$ cat src/rtl/instr_decode_stage_pkg.sv
// Shared definitions for the instruction decode stage: opcode constants,
// FSM state encoding and the decoded-bundle layout.
package instr_decode_stage_pkg;

    localparam int unsigned INSTR_W = 16;
    localparam int unsigned PC_W    = 16;
    localparam int unsigned OPC_W   = 5;
    localparam int unsigned FUNCT_W = 2;
    localparam int unsigned IMM_W   = 8;
    localparam int unsigned DISP_W  = 11;
    localparam int unsigned REG_W   = 3;

    // Exact opcodes with special decode behaviour
    localparam logic [OPC_W-1:0] OP_HALT    = 5'b00000;
    localparam logic [OPC_W-1:0] OP_NWB_1   = 5'b00001;
    localparam logic [OPC_W-1:0] OP_ILL_A   = 5'b00010;
    localparam logic [OPC_W-1:0] OP_ILL_B   = 5'b00011;
    localparam logic [OPC_W-1:0] OP_NWB_4   = 5'b00100;
    localparam logic [OPC_W-1:0] OP_NWB_5   = 5'b00101;
    localparam logic [OPC_W-1:0] OP_LINK_6  = 5'b00110;
    localparam logic [OPC_W-1:0] OP_LINK_7  = 5'b00111;
    localparam logic [OPC_W-1:0] OP_NWB_16  = 5'b10000;
    localparam logic [OPC_W-1:0] OP_RT_17   = 5'b10001;
    localparam logic [OPC_W-1:0] OP_RS_18   = 5'b10010;
    localparam logic [OPC_W-1:0] OP_RS_19   = 5'b10011;
    localparam logic [OPC_W-1:0] OP_RS_24   = 5'b11000;
    localparam logic [OPC_W-1:0] OP_RT_25   = 5'b11001;
    localparam logic [OPC_W-1:0] OP_RD42_26 = 5'b11010;
    localparam logic [OPC_W-1:0] OP_RD42_27 = 5'b11011;

    // Opcode groups keyed on opcode[4:2]
    localparam logic [2:0] OPG_IMM5_A = 3'b010;
    localparam logic [2:0] OPG_NWB    = 3'b011;
    localparam logic [2:0] OPG_IMM5_B = 3'b100;
    localparam logic [2:0] OPG_IMM5_C = 3'b101;

    typedef enum logic {
        ST_RUN    = 1'b0,
        ST_HALTED = 1'b1
    } state_e;

    typedef struct packed {
        logic [OPC_W-1:0]   opcode;
        logic [FUNCT_W-1:0] funct;
        logic [IMM_W-1:0]   imm;
        logic [DISP_W-1:0]  disp;
        logic [REG_W-1:0]   rs_sel;
        logic [REG_W-1:0]   rt_sel;
        logic [REG_W-1:0]   rd_sel;
        logic [PC_W-1:0]    pc;
        logic               reg_we;
        logic               halt;
        logic               err;
    } bundle_t;

endpackage

$ cat src/rtl/instr_decode_stage_field_dec.sv
// Combinational field decoder: turns one instruction word plus its PC+2
// into a fully decoded bundle ready for storage.
module instr_field_dec
    import instr_decode_stage_pkg::*;
(
    input  logic [INSTR_W-1:0] instr_i,
    input  logic [PC_W-1:0]    pc_i,
    output bundle_t            bundle_o
);

    logic [OPC_W-1:0] op;
    logic [2:0]       grp;
    logic             illegal;

    assign op      = instr_i[15:11];
    assign grp     = op[4:2];
    assign illegal = (op == OP_ILL_A) || (op == OP_ILL_B);

    always_comb begin
        bundle_o        = '0;
        bundle_o.opcode = op;
        bundle_o.funct  = instr_i[1:0];
        bundle_o.disp   = instr_i[10:0];
        bundle_o.rs_sel = instr_i[10:8];
        bundle_o.rt_sel = instr_i[7:5];
        bundle_o.pc     = pc_i;

        // Opcodes without a listed destination fall back to instr[4:2]
        if ((op == OP_RD42_26) || (op == OP_RD42_27))
            bundle_o.rd_sel = instr_i[4:2];
        else if ((grp == OPG_IMM5_A) || (grp == OPG_IMM5_C) ||
                 (op == OP_RT_17) || (op == OP_RT_25))
            bundle_o.rd_sel = instr_i[7:5];
        else if ((op == OP_RS_24) || (op == OP_RS_18) || (op == OP_RS_19))
            bundle_o.rd_sel = instr_i[10:8];
        else if ((op == OP_LINK_6) || (op == OP_LINK_7))
            bundle_o.rd_sel = 3'd7;
        else
            bundle_o.rd_sel = instr_i[4:2];

        if ((grp == OPG_IMM5_A) || (grp == OPG_IMM5_B) || (grp == OPG_IMM5_C))
            bundle_o.imm = {3'b000, instr_i[4:0]};
        else
            bundle_o.imm = instr_i[7:0];

        bundle_o.reg_we = ~((op == OP_HALT) || (op == OP_NWB_1) ||
                            (op == OP_NWB_4) || (op == OP_NWB_5) ||
                            (grp == OPG_NWB) || (op == OP_NWB_16) || illegal);
        bundle_o.halt   = (op == OP_HALT);
        bundle_o.err    = illegal;
    end

endmodule

$ cat src/rtl/instr_decode_stage.sv
// Instruction decode stage: valid/ready handshake, RUN/HALTED FSM and an
// output bundle register. Define DECODE_SKID_EN for a registered id_ready and a skid entry.
module instr_decode_stage
    import instr_decode_stage_pkg::*;
(
    input  logic               clk,
    input  logic               rst_n,
    input  logic               if_valid,
    input  logic [INSTR_W-1:0] if_instr,
    input  logic [PC_W-1:0]    if_pc,
    output logic               id_ready,
    input  logic               flush,
    input  logic               ex_ready,
    output logic               ex_valid,
    output logic [OPC_W-1:0]   ex_opcode,
    output logic [FUNCT_W-1:0] ex_funct,
    output logic [IMM_W-1:0]   ex_imm,
    output logic [DISP_W-1:0]  ex_disp,
    output logic [REG_W-1:0]   ex_rs_sel,
    output logic [REG_W-1:0]   ex_rt_sel,
    output logic [REG_W-1:0]   ex_rd_sel,
    output logic [PC_W-1:0]    ex_pc,
    output logic               ex_reg_we,
    output logic               ex_halt,
    output logic               ex_err
);

    state_e  state_q, state_d;
    bundle_t dec_b;
    bundle_t ex_q, ex_d;
    logic    ex_valid_q, ex_valid_d;
    logic    out_free;
    logic    accept;

    instr_field_dec u_field_dec (
        .instr_i  (if_instr),
        .pc_i     (if_pc),
        .bundle_o (dec_b)
    );

    assign out_free = ~ex_valid_q | ex_ready;

    always_comb begin
        state_d = state_q;
        case (state_q)
            ST_RUN:    if (accept && dec_b.halt) state_d = ST_HALTED;
            ST_HALTED: if (flush) state_d = ST_RUN;
            default:   state_d = ST_RUN;
        endcase
    end

`ifdef DECODE_SKID_EN
    bundle_t skid_q, skid_d;
    logic    skid_valid_q, skid_valid_d;
    logic    ready_q, ready_d;

    assign id_ready = ready_q;
    // id_ready is a flop here, so flush has to gate acceptance internally
    assign accept   = if_valid & ready_q & ~flush;

    always_comb begin
        ex_d         = ex_q;
        ex_valid_d   = ex_valid_q;
        skid_d       = skid_q;
        skid_valid_d = skid_valid_q;
        if (flush) begin
            ex_valid_d   = 1'b0;
            skid_valid_d = 1'b0;
        end else if (out_free) begin
            if (skid_valid_q) begin
                ex_d         = skid_q;
                ex_valid_d   = 1'b1;
                skid_valid_d = 1'b0;
            end else if (accept) begin
                ex_d       = dec_b;
                ex_valid_d = 1'b1;
            end else begin
                ex_valid_d = 1'b0;
            end
        end else if (accept) begin
            skid_d       = dec_b;
            skid_valid_d = 1'b1;
        end
        ready_d = ~skid_valid_d & (state_d == ST_RUN);
    end

    always_ff @(posedge clk or negedge rst_n) begin
        if (!rst_n) begin
            skid_q       <= '0;
            skid_valid_q <= 1'b0;
            ready_q      <= 1'b0;
        end else begin
            skid_q       <= skid_d;
            skid_valid_q <= skid_valid_d;
            ready_q      <= ready_d;
        end
    end
`else
    assign id_ready = rst_n & (state_q == ST_RUN) & out_free & ~flush;
    assign accept   = if_valid & id_ready;

    always_comb begin
        ex_d       = ex_q;
        ex_valid_d = ex_valid_q;
        if (flush) begin
            ex_valid_d = 1'b0;
        end else if (accept) begin
            ex_d       = dec_b;
            ex_valid_d = 1'b1;
        end else if (ex_ready) begin
            ex_valid_d = 1'b0;
        end
    end
`endif

    always_ff @(posedge clk or negedge rst_n) begin
        if (!rst_n) begin
            state_q    <= ST_RUN;
            ex_q       <= '0;
            ex_valid_q <= 1'b0;
        end else begin
            state_q    <= state_d;
            ex_q       <= ex_d;
            ex_valid_q <= ex_valid_d;
        end
    end

    assign ex_valid  = ex_valid_q;
    assign ex_opcode = ex_q.opcode;
    assign ex_funct  = ex_q.funct;
    assign ex_imm    = ex_q.imm;
    assign ex_disp   = ex_q.disp;
    assign ex_rs_sel = ex_q.rs_sel;
    assign ex_rt_sel = ex_q.rt_sel;
    assign ex_rd_sel = ex_q.rd_sel;
    assign ex_pc     = ex_q.pc;
    assign ex_reg_we = ex_q.reg_we;
    assign ex_halt   = ex_q.halt;
    assign ex_err    = ex_q.err;

endmodule
$ cat config.mk
export PLATFORM = sky130hd
export DESIGN_NAME = instr_decode_stage
export DESIGN_NICKNAME = d
export VERILOG_FILES = /design/src/rtl/instr_decode_stage_pkg.sv /design/src/rtl/instr_decode_stage_field_dec.sv /design/src/rtl/instr_decode_stage.sv
export SDC_FILE = /design/constraint.sdc
export NUM_CORES = 1
export LEC_CHECK = 0
export CAP_MARGIN = 20
export CORE_MARGIN = 4
export CORE_UTILIZATION = 40
export CTS_BUF_LIST = sky130_fd_sc_hd__clkbuf_8
export DETAILED_ROUTE_END_ITERATION = 10
export PLACE_DENSITY = 0.88
export SYNTH_ARGS = -nofsm -noshare
export SYNTH_HDL_FRONTEND = slang
export SYNTH_SLANG_ARGS = --single-unit
$ cat constraint.sdc
create_clock -name clk -period 1.66 [get_ports clk]
set_input_delay 0.166 -clock clk [delete_from_list [all_inputs] [get_ports clk]]
set_output_delay 0.166 -clock clk [all_outputs]
set_load 0.02 [all_outputs]
# Yosys cells after proc, flatten, opt, wreduce, memory -nomap -nowiden
# Cells that the tools add are included.
[totals] mem_bits_rw=0 elab_cells=72 latchBits=0 inputBits=37 output_inout_bits=56 memories=0 rom_bits=0 register_bits=56
[classes] n_addsub=0 n_mul=0 div=0 bitwise=9 n_reduce_logical=20 n_mux=11 eq_ne=19 n_shift=0 n_lt_le_gt_ge=0
[op_table] op="$eq 5x5->1 const B" n=8
[op_table] op="$eq 5x3->1 const B" n=4
[op_table] op="$logic_or 1x1->1" n=16
[op_table] op="$mux 3" n=4
[op_table] op="$eq 5x2->1 const B" n=2
[op_table] op="$mux 8" n=1
[op_table] op="$eq 3x2->1 const B" n=2
[op_table] op="$eq 3x3->1 const B" n=2
[op_table] op="$eq 5x1->1 const B" n=1
[op_table] op="$logic_not 5->1" n=1
[op_table] op="$mux 1" n=5
[op_table] op="$and 1x1->1" n=4
[op_table] op="$not 1->1" n=4
[op_table] op="$reduce_bool 3->1" n=1
[op_table] op="$pmux 1 s2" n=1
[op_table] op="$reduce_and 2->1" n=1
[op_table] op="$logic_and 1x1->1" n=1
[op_table] op="$or 1x1->1" n=1

# Logic depth before layout (Yosys ltp)
[logic_depth] ltp_word=8 mapped_depth=7 ltp_nobuf=5

# Cells and area by module
# From an unflattened synthesis, not the netlist that was laid out.
[unflattened] hier_cells=204 hier_area_um2=2816.5
[modules_own_cells] mod="instr_decode_stage" seq_area_each_um2=1401.3 area_each_um2=2254.7 instances=1 cells_each=124
[modules_own_cells] mod="instr_field_dec" seq_area_each_um2=0.0 area_each_um2=561.8 instances=1 cells_each=80

# Worst setup path after synthesis
# No wires, ideal clock.
[synth_path] kind="reg2reg" startpoint="register ex_valid_q, in the netlist ex_valid" endpoint="register ex_q (netlist bit ex_disp[10])" arrival_ns=1.674 synth_period_minus_slack_ns=1.799 slack_ns=-0.139 setup_ns=0.125 path_stages_with_launch=6 n_path_buf=2 required_time_ns=1.535 path_cell_list="dfrtp_1 -> nor2b_4 -> or4b_4 -> buf_6 -> buf_12 -> mux2_4"
[synth_between] elab_chain_len=6
[synth_lines] item="from (decl)" line_no="instr_decode_stage.sv:31" source="logic ex_valid_q, ex_valid_d;"
[synth_lines] item="from (signal assigned)" line_no="instr_decode_stage.sv:124" source="ex_valid_q <= ex_valid_d;"
[synth_lines] item="$not 1->1" line_no="instr_decode_stage.sv:41" source="assign out_free = ~ex_valid_q | ex_ready;"
[synth_lines] item="$or 1x1->1" line_no="instr_decode_stage.sv:41"
[synth_lines] item="$and 1x1->1 (2 in series)" line_no="instr_decode_stage.sv:99" source="assign id_ready = rst_n & (state_q == ST_RUN) & out_free & ~flush;"
[synth_lines] item="$and 1x1->1" line_no="instr_decode_stage.sv:100" source="assign accept = if_valid & id_ready;"
[synth_lines] item="$reduce_and 2->1 (no source line)"
[synth_lines] item="to (signal assigned)" line_no="instr_decode_stage.sv:119" source="ex_q <= '0;"
[synth_lines] item="to (signal assigned)" line_no="instr_decode_stage.sv:123" source="ex_q <= ex_d;"
[synth_lines] item="to (decl)" line_no="instr_decode_stage.sv:30" source="bundle_t ex_q, ex_d;"
# Every way passes these cells.
# A chain may end at the register's enable or synchronous reset.

# Worst setup path after layout
[layout_path] startpoint="register ex_valid_q, in the netlist ex_valid" endpoint="register ex_q (netlist bit ex_pc[1])"
# The elaborated chain is that of the path after synthesis.

==> run metrics <==
status finished with violations; failing checks negative setup slack; WL final 5250 microns; Remaining Overflow, GRT 0; H-tree levels 2; Routed Antenna Nets 0; final hold violation count 0; Inserted Clock Buffers 5; RSZ-0062 raised after global routing yes; Crit path arrival time 1.89 ns; Max transition margin 0.642; CP Launch Type register; Die Y between 80 and 90 microns; worst vdd ir about 0.53 mV; via count 1651; Netlist Area Pre-Place approximately 2200 sq um; IO Pins just over 90; std cell rows 26; Final min period between 1.5 and 2 ns; initial core utilization 0.418; Post-route DRC 0; setup tns final -1.36 ns; Clock Path Buffers 2; initial antenna violation count 0; post-synth net total approximately 210; Cell Pwr Density approximately 1200 nW/um^2; most common cell after layout, fill and taps aside clkdlybuf4s50_1; Setup violations, final 34; Yosys cell types 29; Seq/Total Area, Yosys 0.495; Max FO, Critical Path 25; die span in x slightly above 80 microns; Max Fclk between 500 and 600 MHz; post-DP HPWL approximately 4000 microns; Port Buffers between 90 and 100; n_diodes 0; initial DRC count between 50 and 60; register bit total from synthesis 43; GRT Total Usage 0.163; global-route wire length before repair 8270 microns; Final Skew roughly 0.0025 ns; largest net degree at the start of global routing 44; HP Class primary input to asynchronous set/reset pin; die area 6680 sq um; FF-to-FF setup slack -0.06 ns; commonest non-fill, non-tap cells in the layout clkdlybuf4s50_1, dfrtp_1, mux2_4; Detailed Routing Iterations Pass 1 4; core area approximately 5200 sq um; final core occ 0.634; Pwr Total slightly below 4 mW; GP Congestion between 0.7 and 0.8; Worst Setup Slack, final -0.0575 ns; Mapped Cells 171; root buffer cell clkbuf_8; pre-CTS setup slack -0.300 ns; Clock Latency Late Sink between 0.2 and 0.3 ns; post-synthesis average cell area roughly 13 sq um; fin crit share 1.03; Fin Hold WS around 0.028 ns; CTS tree done; CTS Hold Buffers Added 0; drt via density 4.91; Slew Viols, Final 0; critical path required time about 1.8 ns; Least-Margin Pin Slew around 0.54 ns; layout cell share with drive strength beyond 1 0.267; area delta synth->final 51.6%; vias in the first global route around 1700; # nets final just over 300; Yosys warnings 0; CTS sink cnt 43; Worst setup EP type register; DR WL/cell 15.6 microns; Lkg Pwr about 1.5 nW; WS Path Type register to register; clk slew on worst S/H paths roughly 0.08 ns; Max-Cap Viols 0
[layout make-up]
type | instances | area, sq um
Fill cell | 432 | 1910
Inverter | 2 | 7.51
Timing Repair Buffer | 110 | 1070
Multi-Input combinational cell | 103 | 923
Tap cell | 70 | 87.6
Sequential cell | 43 | 1080
Clock inverter | 3 | 63.8
Clock buffer | 5 | 68.8
[report_power, final]
group / switching [mW] / total [mW] / internal (mW)
Sequential: 0.140 / 1.40 / 1.26
Clock: 0.353 / 0.948 / 0.595
Combinational: 0.665 / 1.52 / 0.855
[metrics by stage]
step,instance area (sq um),instances
3_3_place_gp,3140,328
4_1_cts,3290,336
6_report,3300,336
5_1_grt,3300,336
2_1_floorplan,2190,171
3_5_place_dp,3140,328
[synthesized netlist by cell type (all sizes together)]
master / instances / area [sq um]
nand4b: 1 / 8.76
nand2b: 5 / 31.3
mux2: 31 / 465
a31oi: 3 / 18.8
o21ai: 13 / 65.1
clkbuf: 4 / 15.0
buf: 19 / 191
nor2b: 6 / 45.0
dfrtp: 43 / 1080
mux2i: 1 / 10.0
nand4: 1 / 6.26
nand2: 18 / 67.6
a221oi: 1 / 8.76
nand3: 1 / 5.00
or2b: 1 / 7.51
o2111ai: 3 / 26.3
o41ai: 1 / 16.3
nor3: 2 / 10.0
o31ai: 4 / 30.0
a21oi: 3 / 15.0
nor2: 5 / 18.8
o22ai: 1 / 6.26
inv: 2 / 7.51
or4b: 2 / 23.8
[registers in the layout, indices dropped and copies added (netlist names)]
signal and flops:
ex_reg_we 1, ex_rd_sel 3, ex_funct 1, state_q 1, ex_disp 6, ex_pc 16
ex_halt 1, ex_err 1, ex_valid 1, ex_opcode 5, ex_imm 7
[timing repair]
item                                    4_1_cts  5_1_grt
endpoints found under the setup margin       36       36
pin swaps                                     0        0
setup buffers                                 0        0
resized for setup                             5        5
[critical path, stage by stage (launching register included)]
cell,delay [ns]
dfrtp_2,0.40
nor2b_4,0.13
or4b_4,0.56
buf_12,0.20
mux2_4,0.31
[path summary, 6_finish.rpt]
kind / start / cells past startpoint / end
setup / recovery: ex_valid / 4 / ex_pc[1]
max in group asynchronous: rst_n / 2 / ex_valid
hold / removal: rst_n / 2 / ex_disp[6]
hold reg to reg: ex_imm[7] / 2 / ex_imm[7]
setup reg to reg: ex_valid / 4 / ex_pc[1]
min in group clk: rst_n / 6 / ex_halt
[metal layers]
metal	up-vias	share of wire	GRT usage
met4	0	0.012	0.0399
met3	7	0.082	0.0515
met5	-	0	0
li1	771	-	-
met1	806	0.42	0.200
met2	67	0.48	0.277
[kinds of logic (layout without fill, tap and decap cells)]
logic type,after synthesis,in the layout,synth area share
flops,43,43,0.495
buf+inv,25,120,0.0983
mux,32,32,0.219
compound gates,29,29,0.0857
simple gates,42,42,0.103
No activity file was read; power rests on OpenSTA's default activity.
